File: config.mk
export PLATFORM = sky130hd
export DESIGN_NAME = ihex_mem_arbiter
export DESIGN_NICKNAME = d
export VERILOG_FILES = /design/src/rtl/ihex_mem_arbiter.sv
export SDC_FILE = /design/constraint.sdc
export NUM_CORES = 1
export LEC_CHECK = 0
export CORE_ASPECT_RATIO = 0.8
export CORE_MARGIN = 2
export CORE_UTILIZATION = 32
export CTS_CLUSTER_DIAMETER = 60
export DETAILED_ROUTE_END_ITERATION = 8
export PLACE_DENSITY = 0.78
export SYNTH_ARGS = -nofsm -noshare
export SYNTH_HDL_FRONTEND = slang
export SYNTH_SLANG_ARGS = --single-unit
export TNS_END_PERCENT = 10
File: constraint.sdc
create_clock -name clock -period 3.3 [get_ports clock]
set_input_delay 0.66 -clock clock [delete_from_list [all_inputs] [get_ports clock]]
set_output_delay 0.66 -clock clock [all_outputs]
set_load 0.01 [all_outputs]
File: src/rtl/ihex_mem_arbiter.sv
// ihex_mem_arbiter: shares a byte RAM between the HEX loader and the CPU and sequences the boot.
// Optional CPU write protection of the low region is enabled with IHEX_ARB_WRITE_PROTECT_EN.
module ihex_mem_arbiter #(
  parameter int          ADDR_WIDTH   = 12,
  parameter logic [31:0] BASE_ADDRESS = 32'h0
`ifdef IHEX_ARB_WRITE_PROTECT_EN
  , parameter logic [ADDR_WIDTH-1:0] PROTECT_LIMIT = 12'h100
`endif
) (
  input  logic                  clock,
  input  logic                  reset,
  input  logic                  dec_we,
  input  logic [7:0]            dec_data,
  input  logic [31:0]           dec_address,
  output logic                  dec_write_done,
  input  logic                  end_of_file,
  input  logic                  line_error,
  input  logic [31:0]           start_address,
  input  logic                  cpu_req,
  input  logic                  cpu_we,
  input  logic [ADDR_WIDTH-1:0] cpu_address,
  input  logic [7:0]            cpu_wdata,
  output logic [7:0]            cpu_rdata,
  output logic                  cpu_ack,
  output logic                  mem_en,
  output logic                  mem_we,
  output logic [ADDR_WIDTH-1:0] mem_address,
  output logic [7:0]            mem_wdata,
  input  logic [7:0]            mem_rdata,
  output logic                  cpu_hold,
  output logic [31:0]           boot_address,
  output logic                  fault,
  output logic [7:0]            error_count
);
  typedef enum logic [1:0] {LOAD, RUN, FAULT} state_t;
  localparam logic [32:0] LO = {1'b0, BASE_ADDRESS};
  localparam logic [32:0] HI = LO + (33'd1 << ADDR_WIDTH);
  state_t state_q, state_d;
  logic [31:0] boot_address_q, boot_address_d;
  logic [7:0] error_count_q, error_count_d;
  logic cpu_ack_q, cpu_ack_d, cpu_hold_q, cpu_hold_d, fault_q, fault_d;
  logic in_range, clear, cpu_grant, cpu_drop;
  logic [8:0] err_sum;
  always_comb begin
    in_range = ({1'b0, dec_address} >= LO) && ({1'b0, dec_address} < HI);
    clear = dec_we && state_q != LOAD;
    // Errors of this cycle are folded in before the EOF decision
    err_sum = (clear ? 9'd0 : {1'b0, error_count_q}) + {8'd0, line_error} + {8'd0, dec_we && !in_range};
    error_count_d = err_sum[8] ? 8'hFF : err_sum[7:0];
    state_d = clear ? LOAD
            : (state_q == LOAD && end_of_file) ? (error_count_d == 8'd0 ? RUN : FAULT)
            : state_q;
    boot_address_d = (state_q == LOAD && state_d == RUN) ? start_address : boot_address_q;
    cpu_hold_d = state_d != RUN;
    fault_d = state_d == FAULT;
    cpu_grant = state_q == RUN && !dec_we && cpu_req && !cpu_ack_q;
    cpu_ack_d = cpu_grant;
`ifdef IHEX_ARB_WRITE_PROTECT_EN
    cpu_drop = cpu_we && cpu_address < PROTECT_LIMIT;
`else
    cpu_drop = 1'b0;
`endif
    dec_write_done = dec_we && !reset;
    mem_en = !reset && (dec_we ? in_range : cpu_grant && !cpu_drop);
    mem_we = !reset && (dec_we ? in_range : cpu_grant && cpu_we && !cpu_drop);
    mem_address = dec_we ? dec_address[ADDR_WIDTH-1:0] - BASE_ADDRESS[ADDR_WIDTH-1:0] : cpu_address;
    mem_wdata = dec_we ? dec_data : cpu_wdata;
    cpu_rdata = cpu_ack_q ? mem_rdata : 8'h00;
    cpu_ack = cpu_ack_q;
    cpu_hold = cpu_hold_q;
    fault = fault_q;
    boot_address = boot_address_q;
    error_count = error_count_q;
  end
  always_ff @(posedge clock) begin
    if (reset) begin
      state_q <= LOAD;
      boot_address_q <= 32'h0;
      error_count_q <= 8'h0;
      cpu_ack_q <= 1'b0;
      cpu_hold_q <= 1'b1;
      fault_q <= 1'b0;
    end else begin
      state_q <= state_d;
      boot_address_q <= boot_address_d;
      error_count_q <= error_count_d;
      cpu_ack_q <= cpu_ack_d;
      cpu_hold_q <= cpu_hold_d;
      fault_q <= fault_d;
    end
  end
endmodule

==> flow_metrics.env, run 1 <==
export IMPL_root_buffer="clkbuf_8"
export IMPL_grt_usage_pct=22.1
export IMPL_place_gp_congestion=0.866
export IMPL_start_util_pct=33.6
export IMPL_worstPathCellList="clkdlybuf4s50_1, buf_4, nand2b_1, nor2_2, and3_4, buf_4, a21o_1, clkdlybuf4s50_1"
export IMPL_syn_nets=391
export IMPL_holdCritPathClass="reg2reg"
export IMPL_synth_edf_count=0
export IMPL_synthAdderAreaFrac_pct=1.29
export IMPL_synth_area_um2=2530
export IMPL_cp_num_cells=8
export IMPL_hold_depth=2
export IMPL_gr_total_overflow=0
export IMPL_die_width_um=103
export IMPL_viasPerCell=5.09
export IMPL_max_freq_mhz=314
export IMPL_clkSinkCount=45
export IMPL_finalWirelength_um=9960
export IMPL_synthTopCellsByCount="45 x dfxtp_1, 40 x a21oi_1, 34 x nand4_1"
export IMPL_synthCells=282
export IMPL_cts_setup_buffers=0
export IMPL_wl_per_cell_um=17.5
export IMPL_dieHeight_um=83.5
export IMPL_cp_end_kind="output port"
export IMPL_yosys_warnings=0
export IMPL_yosysUniqueCellTypes=39
export IMPL_reg2reg_depth=12
export IMPL_hold_viol_final=0
export IMPL_dr_pass1_iters=5
export IMPL_synth_top_area_share_pct=35.6
export IMPL_fin_crit_ps=3180
export IMPL_cts_buffer_depth=2
export IMPL_cts_buffers=5
export IMPL_synth_compound_area_share_pct=24.0
export IMPL_dp_cells=562
export IMPL_met2_length_um=4670
export IMPL_slowest_delay_ps=550
export IMPL_via_count=2903
export IMPL_synth_top_area_cell="dfxtp_1"
export IMPL_power_leakage_nw=1.64
export IMPL_core_area_um2=7530
export IMPL_synth_avg_cell_area_um2=8.97
export IMPL_yosys_top_cells_area="dfxtp_1 36%, mux2_2 8.9%, nand4_1 8.4%, a21oi_1 7.9%, o31ai_1 6.5%"
export IMPL_synthMuxAreaShare_pct=9.89
export IMPL_cpMaxStageDelayCell="clkdlybuf4s50_1"
export IMPL_cap_violations=0
export IMPL_clk_pin_slew_ps=80
export IMPL_dp_hpwl_um=7620
export IMPL_wl_met1_um=4610
export IMPL_drive_above_1_share_pct=18.5
export IMPL_grt_pass1_vias=2812
export IMPL_power_density_nw_per_um2=348
export IMPL_ys_async_sr_fraction_pct=0
export IMPL_dr_first_iter_drc_count=162
export IMPL_n_antenna_cell=0
export IMPL_clkLatencyLatePin_ps=300
export IMPL_ys_seq_area_share_pct=35.6
export IMPL_highest_layer="met4"
export IMPL_hold_ws_ps=472
export IMPL_finalSetupTns_ps=0
export IMPL_pin_count=181
export IMPL_setup_ws_ps=119
export IMPL_antenna_found_initial=0
export IMPL_crit_path_max_fanout=5
export IMPL_io_buffers=180
export IMPL_startpoint_type="input port"
export IMPL_finalCritPeriodShare_pct=96.4
export IMPL_synth_xor_area_share_pct=1.04
export IMPL_fin_nets=573
export IMPL_cp_top_family="buffers and inverters"
export IMPL_finClkSkew_ps=13.0
export IMPL_setup_violations=0
export IMPL_yosys_area_share_simple_pct=20.3
export IMPL_dr_wl_met3_um=621
export IMPL_slew_headroom_pct=79.3
export IMPL_critPathArrivalTime_ps=2520
export IMPL_yosysMostFrequentCell="dfxtp_1"
export IMPL_stdcell_count=570
export IMPL_grt_start_max_net_pins=34
export IMPL_critPathRequiredTime_ps=2640
export IMPL_worst_pin_slew_ps=310
export IMPL_grt_pass1_wl_um=15000
export IMPL_detail_route_antenna_nets=0
export IMPL_slew_violations=0
export IMPL_ys_seq_elements=45
export IMPL_dp_slack_ps=-228
export IMPL_crit_buf_inv=4
export IMPL_outcome="complete, no violations"
export IMPL_path_class="in2out"
export IMPL_dieArea_um2=8640
export IMPL_drc=0
export IMPL_row_count=28
export IMPL_tritoncts="done"
export IMPL_synth_ff_type="dfxtp_1"
export IMPL_synth_top_family_by_area="compound AO/OA/AOI/OAI gates"
export IMPL_htree_levels=2
export IMPL_syn_to_final_growth_pct=84.5
export IMPL_ir_drop_uv=187
-- routing by layer --
layer	vias to the layer above	global-route usage (%)
met5	-	0
met4	0	2.99
met3	7	4.61
met2	113	34.5
met1	1353	31.8
li1	1430	-
-- metrics by stage --
step | util (%) | power [W] | cell area [um^2]
detailed placement | 59.5 | 0.00128 | 4480
floorplan | - | 0.000937 | 2530
CTS | 60.6 | 0.00161 | 4560
finish | 62.0 | 0.00162 | 4670
global route | 62.0 | 0.00171 | 4670
global placement | 59.5 | 0.00126 | 4480
-- report_power, final --
group | internal [W] | total (W) | switching, W
logic | 0.000357 | 0.000650 | 0.000293
registers | 0.000596 | 0.000639 | 0.0000435
clock network | 0.000151 | 0.000334 | 0.000183
-- area by class of cell --
| cell class | instances | area [um^2] |
|---|---|---|
| inverters | 4 | 15.0 |
| repair buffers | 204 | 2020 |
| clock buffers | 8 | 80.1 |
| well taps | 105 | 131 |
| multi-input cells | 204 | 1520 |
| fillers | 647 | 2860 |
| flip-flops and latches | 45 | 901 |
-- cell families after synthesis --
| family | Yosys count |
|---|---|
| DFF | 45 |
| muxes | 22 |
| and+or+nand+nor | 91 |
| AOI/OAI and AO/OA | 86 |
| xor gates and xnor gates | 3 |
| adders and majority gates | 2 |
| buffers and inverters | 33 |
-- worst paths after layout --
kind / startpoint / endpoint / slack [ps]
setup reg to reg: state_q[1] / boot_address[4] / 830
setup / recovery: dec_we / mem_en / 120
hold reg to reg: boot_address[16] / boot_address[16] / 470
hold / removal: boot_address[16] / boot_address[16] / 470
-- placed cells by master, fill, tap and decap left out, types with 4 or more instances in the layout --
| cell | instances |
|---|---|
| mux2_2 | 20 |
| and2_1 | 10 |
| dfxtp_1 | 45 |
| nand2_1 | 13 |
| nor4_1 | 4 |
| clkbuf_8 | 5 |
| a21oi_1 | 40 |
| o31ai_2 | 22 |
| nor2_1 | 8 |
| nand3_1 | 5 |
| nor3_1 | 4 |
| o31ai_1 | 11 |
| inv_1 | 4 |
| nand4_1 | 34 |
| clkdlybuf4s50_1 | 178 |
| buf_4 | 19 |
-- what timing repair did --
item / in CTS / in global routing
hold buffers: 0 / 0
resized for setup: 0 / 24
endpoints found under the hold margin: 0 / 0
endpoints found under the setup margin: 0 / 36
-- flip-flops by register name, summed over array words and instances, names as in the netlist --
name / flops
boot_address: 32
cpu_ack: 1
cpu_hold: 1
error_count: 8
fault: 1
state_q: 2
-- worst reg2reg max path, delay by kind of cell (launching register included) --
family,cells,cell delay (ps)
compound gates,3,540
fa+ha+maj,2,570
buf+inv,4,600
flops,1,360
simple gates,3,310
Note: power is estimated with default switching activity, not from simulation.
==> run 2: changes to the inputs <==
--- a/config.mk
+++ b/config.mk
@@ -11,6 +11,7 @@
 export CTS_CLUSTER_DIAMETER = 60
 export DETAILED_ROUTE_END_ITERATION = 8
 export PLACE_DENSITY = 0.78
+export SETUP_SLACK_MARGIN = 0.5
 export SYNTH_ARGS = -nofsm -noshare
 export SYNTH_HDL_FRONTEND = slang
 export SYNTH_SLANG_ARGS = --single-unit
==> run 2 against run 1 <==
  * Clock skew about the same
  * Flip-flop and latch count unchanged
  * Via count is 1.7% higher
  * Power rose by 1.8%
  * Design area up 2.7%
  * Largest power group unchanged
  * Highest routed layer unchanged
==> flow_metrics.env, run 2 (synthesized netlist as in run 1, its figures left out) <==
export IMPL_cpMaxStageDelayCell="mux2_4"
export IMPL_dieArea_um2=8640
export IMPL_antenna_found_initial=0
export IMPL_critPathArrivalTime_ps=3050
export IMPL_crit_buf_inv=3
export IMPL_worst_pin_slew_ps=371
export IMPL_clkLatencyLatePin_ps=300
export IMPL_start_util_pct=33.6
export IMPL_critPathRequiredTime_ps=3480
export IMPL_startpoint_type="input port"
export IMPL_viasPerCell=5.19
export IMPL_layout_common_cells="157 x clkdlybuf4s50_1, 45 x dfxtp_1, 40 x a21oi_1, 34 x nand4_1"
export IMPL_cts_buffer_depth=2
export IMPL_globalRouteMet3Util_pct=5.61
export IMPL_finClkSkew_ps=12.9
export IMPL_clkSinkCount=45
export IMPL_core_area_um2=7530
export IMPL_cap_violations=0
export IMPL_hold_viol_final=0
export IMPL_cp_top_family="compound AO/OA/AOI/OAI gates"
export IMPL_crit_path_max_fanout=19
export IMPL_grtUsageMet1_pct=29.6
export IMPL_post_route_util_pct=63.7
export IMPL_path_class="in2reg"
export IMPL_detail_route_antenna_nets=0
export IMPL_rsz0062_at_grt="true"
export IMPL_use_met2_pct=33.0
export IMPL_dr_first_iter_drc_count=173
export IMPL_grt_pass1_vias=2784
export IMPL_wl_per_cell_um=17.6
export IMPL_hold_ws_ps=474
export IMPL_io_buffers=180
export IMPL_final_area_um2=4800
export IMPL_worstPathCellList="clkbuf_2, nor4_4, nand3_2, o21ai_2, fa_2, buf_4, nand2b_4, mux2_4, o22a_1, buf_6, o31ai_1, a21oi_1"
export IMPL_max_freq_mhz=349
export IMPL_dieHeight_um=83.5
export IMPL_final_common_cell="clkdlybuf4s50_1"
export IMPL_pin_count=181
export IMPL_power_w=0.00165
export IMPL_root_buffer="clkbuf_8"
export IMPL_finalWirelength_um=10000
export IMPL_slowest_delay_ps=310
export IMPL_fin_nets=572
export IMPL_n_antenna_cell=0
export IMPL_die_width_um=103
export IMPL_dp_hpwl_um=7240
export IMPL_place_area_um2=4480
export IMPL_hold_buffers=0
export IMPL_grt_start_max_net_pins=34
export IMPL_htree_levels=2
export IMPL_outcome="complete, no violations"
export IMPL_tritoncts="done"
export IMPL_ir_drop_uv=192
export IMPL_slew_violations=0
export IMPL_syn_to_final_growth_pct=89.6
export IMPL_stdcell_count=569
export IMPL_fin_crit_ps=2870
export IMPL_dp_cells=555
export IMPL_row_count=28
export IMPL_via_count=2951
export IMPL_gr_total_overflow=0
export IMPL_drive_above_1_share_pct=22.4
export IMPL_cts_buffers=5
export IMPL_drc=0
export IMPL_fillCellCount=610
export IMPL_power_density_nw_per_um2=345
export IMPL_largest_reg_flops=32
export IMPL_power_leakage_nw=1.83
export IMPL_grt_usage_pct=21.1
export IMPL_grt_pass1_wl_um=14600
export IMPL_dr_pass1_iters=4
export IMPL_holdCritPathClass="reg2reg"
export IMPL_clk_pin_slew_ps=90
export IMPL_slew_headroom_pct=75.2
export IMPL_finalCritPeriodShare_pct=86.9
export IMPL_cp_end_kind="flip-flop"
export IMPL_setup_violations=0
export IMPL_place_gp_congestion=0.870
export IMPL_top_usage_layer="met2"
==> run 2: cell types whose count changed in the layout (fill, tap and decap cells not counted), sizes merged <==
cell	delta
clkbuf	+7
dlymetal6s2s	+11
buf	-2
clkdlybuf4s50	-21
dlygate4sd2	+2
clkinv	+2
==> run 2: report_power, final <==
part | total (W) | switching (W) | internal, W
clock network | 0.000361 | 0.000191 | 0.000170
logic | 0.000650 | 0.000297 | 0.000354
registers | 0.000642 | 0.0000462 | 0.000596
total | 0.00165 | 0.000534 | 0.00112
==> run 2: repair_timing <==
action,CTS,global route
resized for setup,4,57
setup endpoints to repair,58,59
setup buffers,0,3
pin swaps,1,24
cloned,0,3
==> run 2: worst min-delay path: stages (launching register included) <==
cell	delay (ps)
dfxtp_1	320
o31ai_2	50
a21oi_1	50
==> run 2: layer usage <==
| layer | up-vias | share of wire [%] |
|---|---|---|
| met5 | - | 0 |
| met4 | 0 | 0.87 |
| met3 | 11 | 6.9 |
| met2 | 113 | 47 |
| met1 | 1395 | 45 |
| li1 | 1432 | - |
==> run 2: area by class of cell <==
type                    count  area [um^2]  share of cell area, %
repair buffers            203         2050                   42.8
multi-input cells         204         1600                   33.3
flip-flops and latches     45          901                   18.8
well taps                 105          131                   2.74
clock buffers               6         82.6                   1.72
inverters                   4         15.0                  0.313
clock inverters             2         13.8                  0.287
==> run 2: stage by stage <==
stage               setup TNS (ps)  setup slack, ps
finish                           0              431
global route                     0              333
CTS                              0              212
detailed placement           -3430             -129
global placement            -0.801           -0.801
floorplan                        0              493
==> run 2: final timing paths <==
path	startpoint	end	slack [ps]	cells past startpoint
setup reg to reg	state_q[0]	boot_address[22]	750	10
hold / removal	boot_address[30]	boot_address[30]	470	2
setup / recovery	dec_address[12]	boot_address[22]	430	12
hold reg to reg	boot_address[30]	boot_address[30]	470	2
